--- config.mk ---
export PLATFORM = sky130hd
export DESIGN_NAME = calculator_core
export DESIGN_NICKNAME = d
export VERILOG_FILES = /design/src/rtl/calc_pkg.sv /design/src/rtl/calc_iter_unit.sv /design/src/rtl/calculator_core.sv
export SDC_FILE = /design/constraint.sdc
export NUM_CORES = 1
export LEC_CHECK = 0
export ABC_AREA = 1
export BUFFER_PORTS_ARGS = -buffer_cell sky130_fd_sc_hd__buf_4
export CAP_MARGIN = 0
export CORE_ASPECT_RATIO = 0.6
export CORE_MARGIN = 5
export CORE_UTILIZATION = 40
export CTS_CLUSTER_DIAMETER = 150
export DETAILED_ROUTE_END_ITERATION = 8
export PLACE_DENSITY_LB_ADDON = 0.12
export SLEW_MARGIN = 20
export SYNTH_ARGS = -nofsm -noshare
export SYNTH_HDL_FRONTEND = slang
export SYNTH_SLANG_ARGS = --single-unit
export TNS_END_PERCENT = 30
--- constraint.sdc ---
create_clock -name clk -period 6.7 [get_ports clk]
set_input_delay 1.005 -clock clk [delete_from_list [all_inputs] [get_ports clk]]
set_output_delay 1.005 -clock clk [all_outputs]
set_load 0.02 [all_outputs]
--- src/rtl/calc_pkg.sv ---
// Shared encodings and defaults for the calculator core and its iteration unit.
// CALC_DIV_EN selects whether op=11 is routed to the multi-cycle divider.
package calc_pkg;

  localparam int DEFAULT_WIDTH = 16;
  localparam int DEFAULT_CNT_W = 5;

  localparam logic [1:0] OP_ADD = 2'b00;
  localparam logic [1:0] OP_SUB = 2'b01;
  localparam logic [1:0] OP_MUL = 2'b10;
  localparam logic [1:0] OP_DIV = 2'b11;

  typedef enum logic [1:0] {S_IDLE, S_CALC, S_FIN} state_e;

  // True when the operation needs the WIDTH-step iterative datapath.
  function automatic logic uses_iter(input logic [1:0] op);
`ifdef CALC_DIV_EN
    return (op == OP_MUL) || (op == OP_DIV);
`else
    return op == OP_MUL;
`endif
  endfunction

endpackage

--- src/rtl/calc_iter_unit.sv ---
// Shared shift-add multiply / restoring divide datapath, one step per cycle for WIDTH cycles.
// The divider step logic is only built when CALC_DIV_EN is defined.
module calc_iter_unit
  import calc_pkg::*;
#(
  parameter int WIDTH = DEFAULT_WIDTH,
  parameter int CNT_W = DEFAULT_CNT_W
) (
  input  logic             clk,
  input  logic             rst,
  input  logic             init,
  input  logic             div_mode,
  input  logic [WIDTH-1:0] opa,
  input  logic [WIDTH-1:0] opb,
  output logic [WIDTH-1:0] hi,
  output logic [WIDTH-1:0] lo,
  output logic             last_step
);

  logic [WIDTH-1:0] operand;
  logic [CNT_W-1:0] cnt;
  logic             running;
  logic [WIDTH:0]   mul_sum;

  assign last_step = running && (cnt == CNT_W'(WIDTH - 1));
  assign mul_sum   = {1'b0, hi} + (lo[0] ? {1'b0, operand} : '0);

`ifdef CALC_DIV_EN
  logic             divide;
  logic [WIDTH:0]   shifted;
  logic             fits;
  logic [WIDTH-1:0] rem_sub;

  // hi holds the partial remainder, lo shifts the dividend out and the quotient in.
  assign shifted = {hi, lo[WIDTH-1]};
  assign fits    = shifted >= {1'b0, operand};
  assign rem_sub = shifted[WIDTH-1:0] - operand;
`else
  logic unused_div_mode;
  assign unused_div_mode = div_mode;
`endif

  always_ff @(posedge clk) begin
    if (!rst) begin
      hi      <= '0;
      lo      <= '0;
      operand <= '0;
      cnt     <= '0;
      running <= 1'b0;
`ifdef CALC_DIV_EN
      divide  <= 1'b0;
`endif
    end else if (init) begin
      hi      <= '0;
      lo      <= opa;
      operand <= opb;
      cnt     <= '0;
      running <= 1'b1;
`ifdef CALC_DIV_EN
      divide  <= div_mode;
`endif
    end else if (running) begin
      cnt <= last_step ? '0 : cnt + 1'b1;
      if (last_step) running <= 1'b0;
`ifdef CALC_DIV_EN
      if (divide) begin
        hi <= fits ? rem_sub : shifted[WIDTH-1:0];
        lo <= {lo[WIDTH-2:0], fits};
      end else begin
        hi <= mul_sum[WIDTH:1];
        lo <= {mul_sum[0], lo[WIDTH-1:1]};
      end
`else
      hi <= mul_sum[WIDTH:1];
      lo <= {mul_sum[0], lo[WIDTH-1:1]};
`endif
    end
  end

endmodule

--- src/rtl/calculator_core.sv ---
// Calculator engine feeding the VGA stage: operand/result registers plus the IDLE/CALC/FIN sequencer.
// Define CALC_DIV_EN to build the restoring divider; otherwise op=11 reports err after one cycle.
module calculator_core
  import calc_pkg::*;
#(
  parameter int WIDTH = DEFAULT_WIDTH,
  parameter int CNT_W = DEFAULT_CNT_W
) (
  input  logic             clk,
  input  logic             rst,
  input  logic [WIDTH-1:0] sw,
  input  logic             load_a,
  input  logic             load_b,
  input  logic [1:0]       op,
  input  logic             start,
  output logic [WIDTH-1:0] A,
  output logic [WIDTH-1:0] B,
  output logic [WIDTH-1:0] C,
  output logic             busy,
  output logic             done,
  output logic             err
);

  state_e           state;
  logic [WIDTH-1:0] work_a;
  logic [WIDTH-1:0] work_b;
  logic [1:0]       work_op;
  logic [WIDTH:0]   add_sum;
  logic [WIDTH-1:0] iter_hi;
  logic [WIDTH-1:0] iter_lo;
  logic             iter_last;
  logic             iter_init;

  assign iter_init = (state == S_IDLE) && start && uses_iter(op);
  assign add_sum   = {1'b0, work_a} + {1'b0, work_b};

  calc_iter_unit #(
    .WIDTH(WIDTH),
    .CNT_W(CNT_W)
  ) u_iter (
    .clk      (clk),
    .rst      (rst),
    .init     (iter_init),
    .div_mode (op == OP_DIV),
    .opa      (A),
    .opb      (B),
    .hi       (iter_hi),
    .lo       (iter_lo),
    .last_step(iter_last)
  );

  // FIN is the single result cycle for every op; add/sub skip CALC entirely.
  always_ff @(posedge clk) begin
    if (!rst) begin
      state   <= S_IDLE;
      A       <= '0;
      B       <= '0;
      C       <= '0;
      busy    <= 1'b0;
      done    <= 1'b0;
      err     <= 1'b0;
      work_a  <= '0;
      work_b  <= '0;
      work_op <= OP_ADD;
    end else begin
      done <= 1'b0;
      unique case (state)
        S_IDLE: begin
          if (start) begin
            work_a  <= A;
            work_b  <= B;
            work_op <= op;
            err     <= 1'b0;
            busy    <= 1'b1;
            state   <= uses_iter(op) ? S_CALC : S_FIN;
          end else begin
            if (load_a) A <= sw;
            if (load_b) B <= sw;
          end
        end
        S_CALC: begin
          if (iter_last) state <= S_FIN;
        end
        S_FIN: begin
          state <= S_IDLE;
          busy  <= 1'b0;
          done  <= 1'b1;
          unique case (work_op)
            OP_ADD: begin
              C   <= add_sum[WIDTH-1:0];
              err <= add_sum[WIDTH];
            end
            OP_SUB: begin
              C   <= work_a - work_b;
              err <= work_a < work_b;
            end
            OP_MUL: begin
              C   <= iter_lo;
              err <= |iter_hi;
            end
            default: begin
`ifdef CALC_DIV_EN
              C   <= iter_lo;
              err <= (work_b == '0);
`else
              err <= 1'b1;
`endif
            end
          endcase
        end
        default: state <= S_IDLE;
      endcase
    end
  end

endmodule

---- Yosys cells after proc, flatten, opt, wreduce, memory -nomap -nowiden ----
Index checks and enable logic that the tools add are counted.
word-level totals
  bits in registers ....................... 141
  bits of input ports ..................... 23
  word-level logic and storage cells ...... 64
cells by class
  add/subtract/negate cells ............... 4
  magnitude comparators ................... 1
  eq/ne operators ......................... 8
  multiplexer cells ....................... 18
  bitwise operators ....................... 2
  reductions and logical operators ........ 16
operators with widths
  operator                                                number
  two-way mux 16 bit                                      3
  one-hot mux 16 bit (3 select lines)                     1
  adder 16 x 16 -> 17 bit                                 1
  adder 16 x 17 -> 17 bit                                 1
  < comparator 16 bit                                     1
  OR reduction 16 bit                                     1
  subtractor 16 bit                                       1
  AND reduction 2 bit                                     4
  == test 2 bit (second input constant)                   3
  two-way mux 1 bit                                       6
  two-way mux 2 bit                                       3
  AND reduction 3 bit                                     2
  adder 5 x 1 -> 5 bit (second input constant)            1
  == test 5 x 4 -> 1 bit (second input constant)          1
  two-way mux 5 bit                                       1
  == test 2 x 1 -> 1 bit (second input constant)          2
  zero test 2 bit                                         2
  one-hot mux 1 bit (2 select lines)                      2
  one-hot mux 2 bit (2 select lines)                      1
  nonzero test 2 bit                                      2
  logical AND 1 bit                                       3
  one-hot mux 1 bit (3 select lines)                      1
  nonzero test 3 bit                                      1
  inequality test 2 x 1 -> 1 bit (second input constant)  1
  3 further kinds                                         4

---- Depth between registers and ports, before layout ----
Gate-level depths: netlist of run 1.
  depth after elaboration ................. 5
  gate-level depth with buffers ........... 17
  depth with buffers taken out ............ 17

---- By module ----
Synthesis of run 1 repeated with hierarchy kept, for this count alone.
second synthesis, totals
  cell total of the unflattened synthesis .. 1307
  area, all modules ....................... 8555.7 um2
modules (own cells, without submodules)
  module           instances  cells an instance  area an instance (um2)
  calculator_core  1          829                5421.4
  calc_iter_unit   1          478                3134.3

---- Least setup slack after synthesis of run 1 ----
OpenSTA, ideal clock, no wires.
  path kind ............................... reg-to-reg
  start ................................... register u_iter.lo[0]
  end ..................................... register u_iter.hi[12]
  library setup time ...................... 0.109 ns
  arrival time ............................ 2.023 ns
  data required time ...................... 6.591 ns
  slack ................................... 4.569 ns
  cell stages (with the launch flop) ...... 16
  buffers on the path ..................... 2
  period minus slack after synthesis ...... 2.131 ns
  cell sequence ........................... dfxtp_1 clkbuf_1 clkbuf_1 nand2_1 inv_1 ha_1 inv_1 o21bai_1 a21oi_1 inv_1 nand2_1 nand2_1 a21oi_1 o21ai_0 nand2_1 inv_1
on the way
  cells in the longest elaborated chain, start to end .. 2
RTL lines
  element                  RTL line              text
  from (decl)              calc_iter_unit.sv:16  output logic [WIDTH-1:0] lo,
  from (signal assigned)   calc_iter_unit.sv:55  lo <= opa;
  from (signal assigned)   calc_iter_unit.sv:75  lo <= {mul_sum[0], lo[WIDTH-1:1]};
  two-way mux 16 bit       calc_iter_unit.sv:26  assign mul_sum = {1'b0, hi} + (lo[0] ? {1'b0, operand} : '0);
  adder 16 x 17 -> 17 bit  calc_iter_unit.sv:26
  to (signal assigned)     calc_iter_unit.sv:74  hi <= mul_sum[WIDTH:1];
  to (decl)                calc_iter_unit.sv:15  output logic [WIDTH-1:0] hi,
Every way passes these cells.
A chain may end at the register's enable or synchronous reset.

---- Worst setup path in the final report of run 1 ----
  start ................................... register u_iter.running
  end ..................................... register state[1]
on the way
  cells in the longest elaborated chain, start to end .. 3
RTL lines
  element                                          RTL line               text
  from (decl)                                      calc_iter_unit.sv:22   logic running;
  from (signal assigned)                           calc_iter_unit.sv:49   running <= 1'b0;
  from (signal assigned)                           calc_iter_unit.sv:58   running <= 1'b1;
  from (signal assigned)                           calc_iter_unit.sv:64   if (last_step) running <= 1'b0;
  logical AND 1 bit                                calc_iter_unit.sv:25   assign last_step = running && (cnt == CNT_W'(WIDTH - 1));
  inequality test 2 x 1 -> 1 bit (no source line)  n/a
  AND reduction 2 bit (no source line)             n/a
  to (signal assigned)                             calculator_core.sv:75  state <= uses_iter(op) ? S_CALC : S_FIN;
  to (decl)                                        calculator_core.sv:24  state_e state;
Every way passes these cells.

==> results of run 1 <==
routing by layer:
metal	share of wire (%)	wire length, um
met5	0	0
met4	0.88	242
met3	8.4	2310
met2	36	9870
met1	55	15000
synthesized netlist by cell type (all sizes together) (8+ instances only):
library cell	n
nand2	265
nor2	185
inv	154
dfxtp	141
a21oi	121
o21ai	116
nand3	70
ha	53
buf	29
clkbuf	26
nor3	12
nand4	11
xor2	8
logic make-up after synthesis:
family                     count (synthesis)  share of synthesized area (%)
AOI/OAI and AO/OA                        272                           18.0
xor gates and xnor gates                  13                           1.37
adders and majority gates                 56                           8.72
buffers and inverters                    211                           10.5
DFF                                      141                           34.1
and+or+nand+nor                          551                           27.3
cell type report:
cell class | count | area share, %
clock buffer | 18 | 4.59
clock inverter | 14 | 2.14
inverter | 156 | 6.12
multi-input combinational | 892 | 48.1
sequential | 141 | 29.5
tap | 273 | 3.57
timing repair buffer | 77 | 6.04
power by group through the flow:
stage | logic [mW] | registers (mW) | clock network (mW)
after floorplan | 0.320 | 0.976 | 0
after global placement | 0.495 | 0.970 | 0
after detailed placement | 0.498 | 0.971 | 0
after CTS | 0.500 | 0.953 | 1.06
after global routing | 0.559 | 0.960 | 1.09
final | 0.506 | 0.954 | 1.04
worst max-delay path: stages (launching register included):
cell and delay [ns]:
dfxtp_1 0.92, clkinv_1 1.00, o211ai_1 0.49, o311ai_0 0.18, inv_1 0.07
sequential cells by signal, indices dropped and copies added (netlist names), 5 cells and up:
name / count
work_b: 16
u_iter.cnt: 5
u_iter.lo: 16
C: 16
u_iter.operand: 16
u_iter.hi: 16
B: 16
A: 16
work_a: 16
worst paths after layout:
kind                  startpoint       endpoint
setup reg to reg  u_iter.running       state[1]
hold reg to reg    u_iter.cnt[4]  u_iter.cnt[4]
hold / removal     u_iter.cnt[4]  u_iter.cnt[4]
setup / recovery  u_iter.running       state[1]
through the flow:
| step | area (um2) | std cells | worst slack, ns | utilization [%] |
|---|---|---|---|---|
| after floorplan | 8290 | 1244 | 4.57 | - |
| after global placement | 8930 | 1539 | 3.63 | 44.3 |
| after detailed placement | 8930 | 1539 | 3.58 | 44.3 |
| after CTS | 9570 | 1571 | 3.93 | 47.5 |
| after global routing | 9570 | 1571 | 3.70 | 47.5 |
| final | 9570 | 1571 | 3.98 | 47.5 |
layout by cell type, fill, tap and decap left out, types with 3 or more instances in the layout:
master and count:
o21a_1 6, fa_1 3, a21oi_2 6, xor2_1 8, nor4_1 3, nand4_1 11
nand2_2 6, nand3_1 69, a31oi_1 6, buf_4 77, clkbuf_16 17, nand2_1 259
dfxtp_1 141, o21ai_2 3, nor2_1 178, ha_1 53, a21oi_1 114, a211oi_1 3
bufinv_16 4, inv_6 4, o21ai_0 108, o21ai_1 5, inv_1 142, nor3_1 12
clkinv_4 3, a221oi_1 6, a21o_1 3, nor2_2 5, xnor2_1 5, inv_2 12
o21bai_1 5
==> results.py, run 1 <==
metrics = {
    "clock_tree": {
        "post-cts-setup-buffers": 0,
        "cts_tree": "yes",
        "cts_resized": 0,
        "numCtsBuffers": 17,
        "clk_path_buf_depth": 2,
        "clkSlewWorstSetupHoldPaths_ns": 0.06,
        "cts-root-buf": "clkbuf_16",
        "cts.sinks": 141,
        "htreeDepth": 4,
        "clock_latency_ns": 0.43,
        "cts_hold_buf": 0,
    },
    "global_route": {
        "grt_max_degree": 78,
        "grt_usage_pct": 22.7,
        "antenna_found_initial": 0,
        "grt_remaining_overflow": 0,
        "grt_pass1_wl_um": 41900,
        "gr-max-usage-layer": "met1",
        "met1_usage_pct": 37.9,
        "met2_usage_pct": 28.2,
        "grt_pass1_vias": 7068,
        "grtUsageMet3_pct": 5.52,
    },
    "worst_setup_path": {
        "rr_worst_depth": 4,
        "cp-end-kind": "register",
        "crit_arrival_ns": 3.10,
        "start_kind": "register",
        "worst_ep_required_time_ns": 7.08,
        "worstPathMaxFanout": 28,
        "rrSetupSlack_ns": 3.98,
        "crit_type": "register to register",
    },
    "job": {
        "drv_cap": 0,
    },
    "cells_and_area": {
        "seq_area_um2": 2820,
        "syn2layout_area_growth_pct": 15.5,
        "multi_input_area_um2": 4600,
        "drive_gt1_share_pct": 11.2,
        "antennaDiodeCount": 0,
        "n_fill_cell": 2133,
        "final_nets": 1364,
    },
    "placement": {
        "hpwl_um": 21100,
        "gp_congestion": 0.940,
        "port_buffers": 73,
    },
    "yosys": {
        "seq_area_frac_synth_pct": 34.1,
        "postSynthAreaPerCell_um2": 6.66,
        "postSynthRegisterBits": 141,
        "netlist_instances": 1244,
        "ys_top_cells_by_area": "dfxtp_1 34%, nand2_1 12%, nor2_1 8.1%",
        "ys.flop_type": "dfxtp_1",
        "synth_nets": 1323,
        "synthArstFlopShare_pct": 0,
        "synth-edff-count": 0,
        "yosysTopAreaCellShare_pct": 34.1,
        "yosysWarnings": 0,
        "synth_area_um2": 8290,
        "synth_top_area_cell": "dfxtp_1",
        "synth_cell_types": 43,
    },
    "timing": {
        "period_minus_slack_ns": 2.72,
        "worstMarginPinSlew_ns": 0.917,
        "setup_violations": 0,
        "slew_headroom_pct": 38.5,
        "whs_ns": 0.444,
        "fin_crit_sh_pct": 40.6,
        "fmax_mhz": 367,
        "clock-skew-final_ns": 0.00847,
        "finalSetupTns_ns": 0,
        "rsz0062_at_grt": "false",
        "finalHoldViolCount": 0,
        "maxSlewViolCount": 0,
    },
    "power": {
        "sw_frac_of_total_pct": 32.1,
        "power_density_nw_per_um2": 261,
        "ir_worst_vdd_mv": 0.232,
        "power.leakage_nw": 4.55,
        "p_clk_share_pct": 41.7,
        "p_comb_share_pct": 20.2,
        "seq_power_share_pct": 38.1,
        "fin_total_pwr_mw": 2.50,
        "p_int_mw": 1.70,
        "p_switching_mw": 0.802,
    },
    "route": {
        "wl_um": 27400,
        "routedWlPerCell_um": 17.4,
        "drc": 0,
        "firstDrtPassIters": 5,
        "drtAntennaViolNets": 0,
        "num_vias": 8170,
        "drt_iter0_drc": 729,
        "vias_per_cell": 5.20,
    },
    "floorplan": {
        "initial_core_util_pct": 41.1,
        "coreArea_um2": 20200,
        "die_w_um": 196,
        "dieArea_um2": 23800,
        "die-height_um": 122,
        "rows": 40,
        "ios": 74,
    },
    "status": {
        "status": "finished clean",
    },
    "worst_hold_path": {
        "hp-class": "register to register",
        "min_path_cells": 2,
    },
}
No activity file was read; power rests on OpenSTA's default activity.
==> run 2, diff against run 1 <==
ABC_AREA = 0   (was 1)
clock period = 2.8 ns   (was 6.7 ns; I/O delays follow)
==> run 2 against run 1 <==
  * Total power rose by 99%
  * Synthesized cell count fell by 20%
  * Count of clock-buffer cells in the layout rose by 5
  * Die area shrank 5.4%
  * Critical path depth rose by 6
  * Critical endpoint is now u_iter.hi[13]
==> results.py, run 2 <==
metrics = {
    "timing": {
        "slew_headroom_pct": 42.6,
        "maxSlewViolCount": 0,
        "rsz0062_at_grt": "false",
        "finalSetupTns_ns": 0,
        "clock-skew-final_ns": 0.00781,
        "fmax_mhz": 372,
        "setup_violations": 0,
        "whs_ns": 0.255,
        "worstMarginPinSlew_ns": 0.853,
        "period_minus_slack_ns": 2.68,
        "fin_crit_sh_pct": 95.9,
        "finalHoldViolCount": 0,
    },
    "global_route": {
        "grt_remaining_overflow": 0,
        "grt_pass1_wl_um": 38100,
        "grt_pass1_vias": 6776,
        "grt_max_degree": 106,
        "antenna_found_initial": 0,
        "grt_usage_pct": 21.4,
    },
    "yosys": {
        "yosysMostFrequentCell": "nand2_1",
        "synth_area_um2": 7810,
        "synth_nets": 1074,
        "synthXorXnorAreaFrac_pct": 2.35,
        "seq_area_frac_synth_pct": 36.1,
        "postSynthAreaPerCell_um2": 7.85,
        "netlist_instances": 995,
        "synth_compound_area_share_pct": 22.7,
        "synth_fa_ha_area_share_pct": 9.26,
        "yosys-mux-area-fraction_pct": 3.86,
        "postSynthRegisterBits": 141,
        "synthSimpleGateAreaFrac_pct": 20.8,
        "synth_common_cells": "203 x nand2_1, 141 x dfxtp_1, 129 x a21oi_1",
        "yosysTopAreaCellShare_pct": 36.1,
        "yosysWarnings": 0,
        "ys.flop_type": "dfxtp_1",
        "synth_cell_types": 69,
        "synthArstFlopShare_pct": 0,
        "synth_top_area_cell": "dfxtp_1",
        "synth_top_family_by_area": "compound AO/OA/AOI/OAI gates",
        "synth-edff-count": 0,
        "ys_top_cells_by_area": "dfxtp_1 36%, nand2_1 9.8%, ha_1 8.5%",
    },
    "worst_hold_path": {
        "hp-class": "primary input to register",
        "min_from": "sw[9]",
    },
    "status": {
        "status": "finished clean",
    },
    "route": {
        "vias_per_cell": 5.49,
        "routedWlPerCell_um": 18.2,
        "wl_um": 24000,
        "drt_iter0_drc": 560,
        "drc": 0,
        "firstDrtPassIters": 5,
        "drtAntennaViolNets": 0,
        "num_vias": 7266,
    },
    "clock_tree": {
        "cts.sinks": 141,
        "cts_resized": 0,
        "cts-root-buf": "clkbuf_16",
        "clock_latency_ns": 0.42,
        "clk_path_buf_depth": 2,
        "cts_hold_buf": 0,
        "numCtsBuffers": 17,
        "post-cts-setup-buffers": 0,
        "htreeDepth": 4,
        "cts_tree": "yes",
        "clkSlewWorstSetupHoldPaths_ns": 0.06,
    },
    "power": {
        "power_density_nw_per_um2": 543,
        "ir_worst_vdd_mv": 0.407,
        "power.leakage_nw": 3.77,
    },
    "worst_setup_path": {
        "crit_type": "register to register",
        "worstPathMaxFanout": 7,
        "critical-path-top-delay-family": "simple AND/OR/NAND/NOR gates",
        "path_common_cell": "a21oi_1",
        "cp-startpoint": "u_iter.lo[0]",
        "crit_path_top_delay_cell": "or4_1",
        "cp_num_buf_inv": 0,
        "crit_path_max_incr_delay_ns": 0.47,
        "crit_chain": "and2_1 -> ha_1 -> fa_1 -> a21o_1 -> a21oi_1 -> o21a_1 -> nor3_1 -> or4_1 -> nand3_1 -> a21oi_1",
        "r2r_start": "u_iter.lo[0]",
        "crit_arrival_ns": 2.99,
        "start_kind": "register",
        "cp-end-kind": "register",
        "worst_ep_required_time_ns": 3.10,
    },
    "placement": {
        "gp_congestion": 1.01,
        "hpwl_um": 17900,
        "port_buffers": 73,
    },
    "cells_and_area": {
        "antennaDiodeCount": 0,
        "final_nets": 1127,
        "syn2layout_area_growth_pct": 17.4,
        "n_fill_cell": 1943,
        "drive_gt1_share_pct": 13.2,
        "layout_commonest_cell": "nand2_1",
        "final_cell_mix": "203 x nand2_1, 140 x dfxtp_1, 129 x a21oi_1",
    },
    "floorplan": {
        "die-height_um": 118,
        "initial_core_util_pct": 40.8,
        "rows": 39,
        "coreArea_um2": 19100,
        "die_w_um": 190,
        "ios": 74,
        "dieArea_um2": 22500,
    },
    "job": {
        "drv_cap": 0,
    },
}
[run 2: cell types whose count changed after synthesis, moves of 29 or more]
| cell | change |
|---|---|
| nand2_1 | -56 |
| nand3_1 | -54 |
| mux2i_1 | +29 |
| o21ai_0 | -73 |
| inv_1 | -105 |
| nor2_1 | -106 |
[run 2: power by group]
group          switching, mW  internal, mW  total, mW
combinational          0.444         0.267      0.711
clock                  0.838          1.27       2.11
sequential            0.0781          2.08       2.16
total                   1.36          3.62       4.98
[run 2: path summary, 6_finish.rpt]
path | end | slack, ns | cells after the start
setup / recovery | u_iter.hi[13] | 0.12 | 10
hold / removal | B[9] | 0.26 | 3
setup reg to reg | u_iter.hi[13] | 0.12 | 10
hold reg to reg | u_iter.operand[9] | 0.45 | 2
[run 2: logic make-up (layout without fill, tap and decap cells)]
family,Yosys count,in the layout
adder cells (fa/ha/maj),56,56
AND/OR/NAND/NOR,374,374
buffers and inverters,97,160
flip-flops,141,141
multiplexers,30,30
XOR/XNOR,21,21
AO/OA/AOI/OAI,276,276
[run 2: area by class of cell]
| class | count | area [um2] | share of cell area, % |
|---|---|---|---|
| multi-input combinational | 757 | 4630 | 50.4 |
| sequential | 141 | 2820 | 30.8 |
| timing repair buffer | 92 | 703 | 7.66 |
| clock buffer | 23 | 478 | 5.21 |
| tap | 266 | 333 | 3.63 |
| inverter | 39 | 148 | 1.61 |
| clock inverter | 6 | 63.8 | 0.695 |
[run 2: layer usage]
metal / GRT usage [%] / routed length, um / vias up
met1: 34.0 / 12900 / 3422
met4: 4.30 / 177 / 0
met2: 27.7 / 8900 / 252
met5: 0 / 0 / -
met3: 7.01 / 2090 / 15
li1: - / - / 3577
[run 2: tightest hold or removal path, cell delays in order]
cell and delay [ns]:
buf_4 0.11, nand2_1 0.05, a21oi_1 0.05
[run 2: stage by stage]
step	instances	area, um2	power [mW]	worst slack, ns	utilization, %
final	1324	9180	4.98	0.115	48.0
after global routing	1324	9180	5.20	0.00555	48.0
after CTS	1324	9160	5.02	0.118	47.9
after detailed placement	1295	8620	2.90	0.134	45.0
after global placement	1295	8610	2.89	0.197	45.0
after floorplan	995	7810	2.63	0.382	-
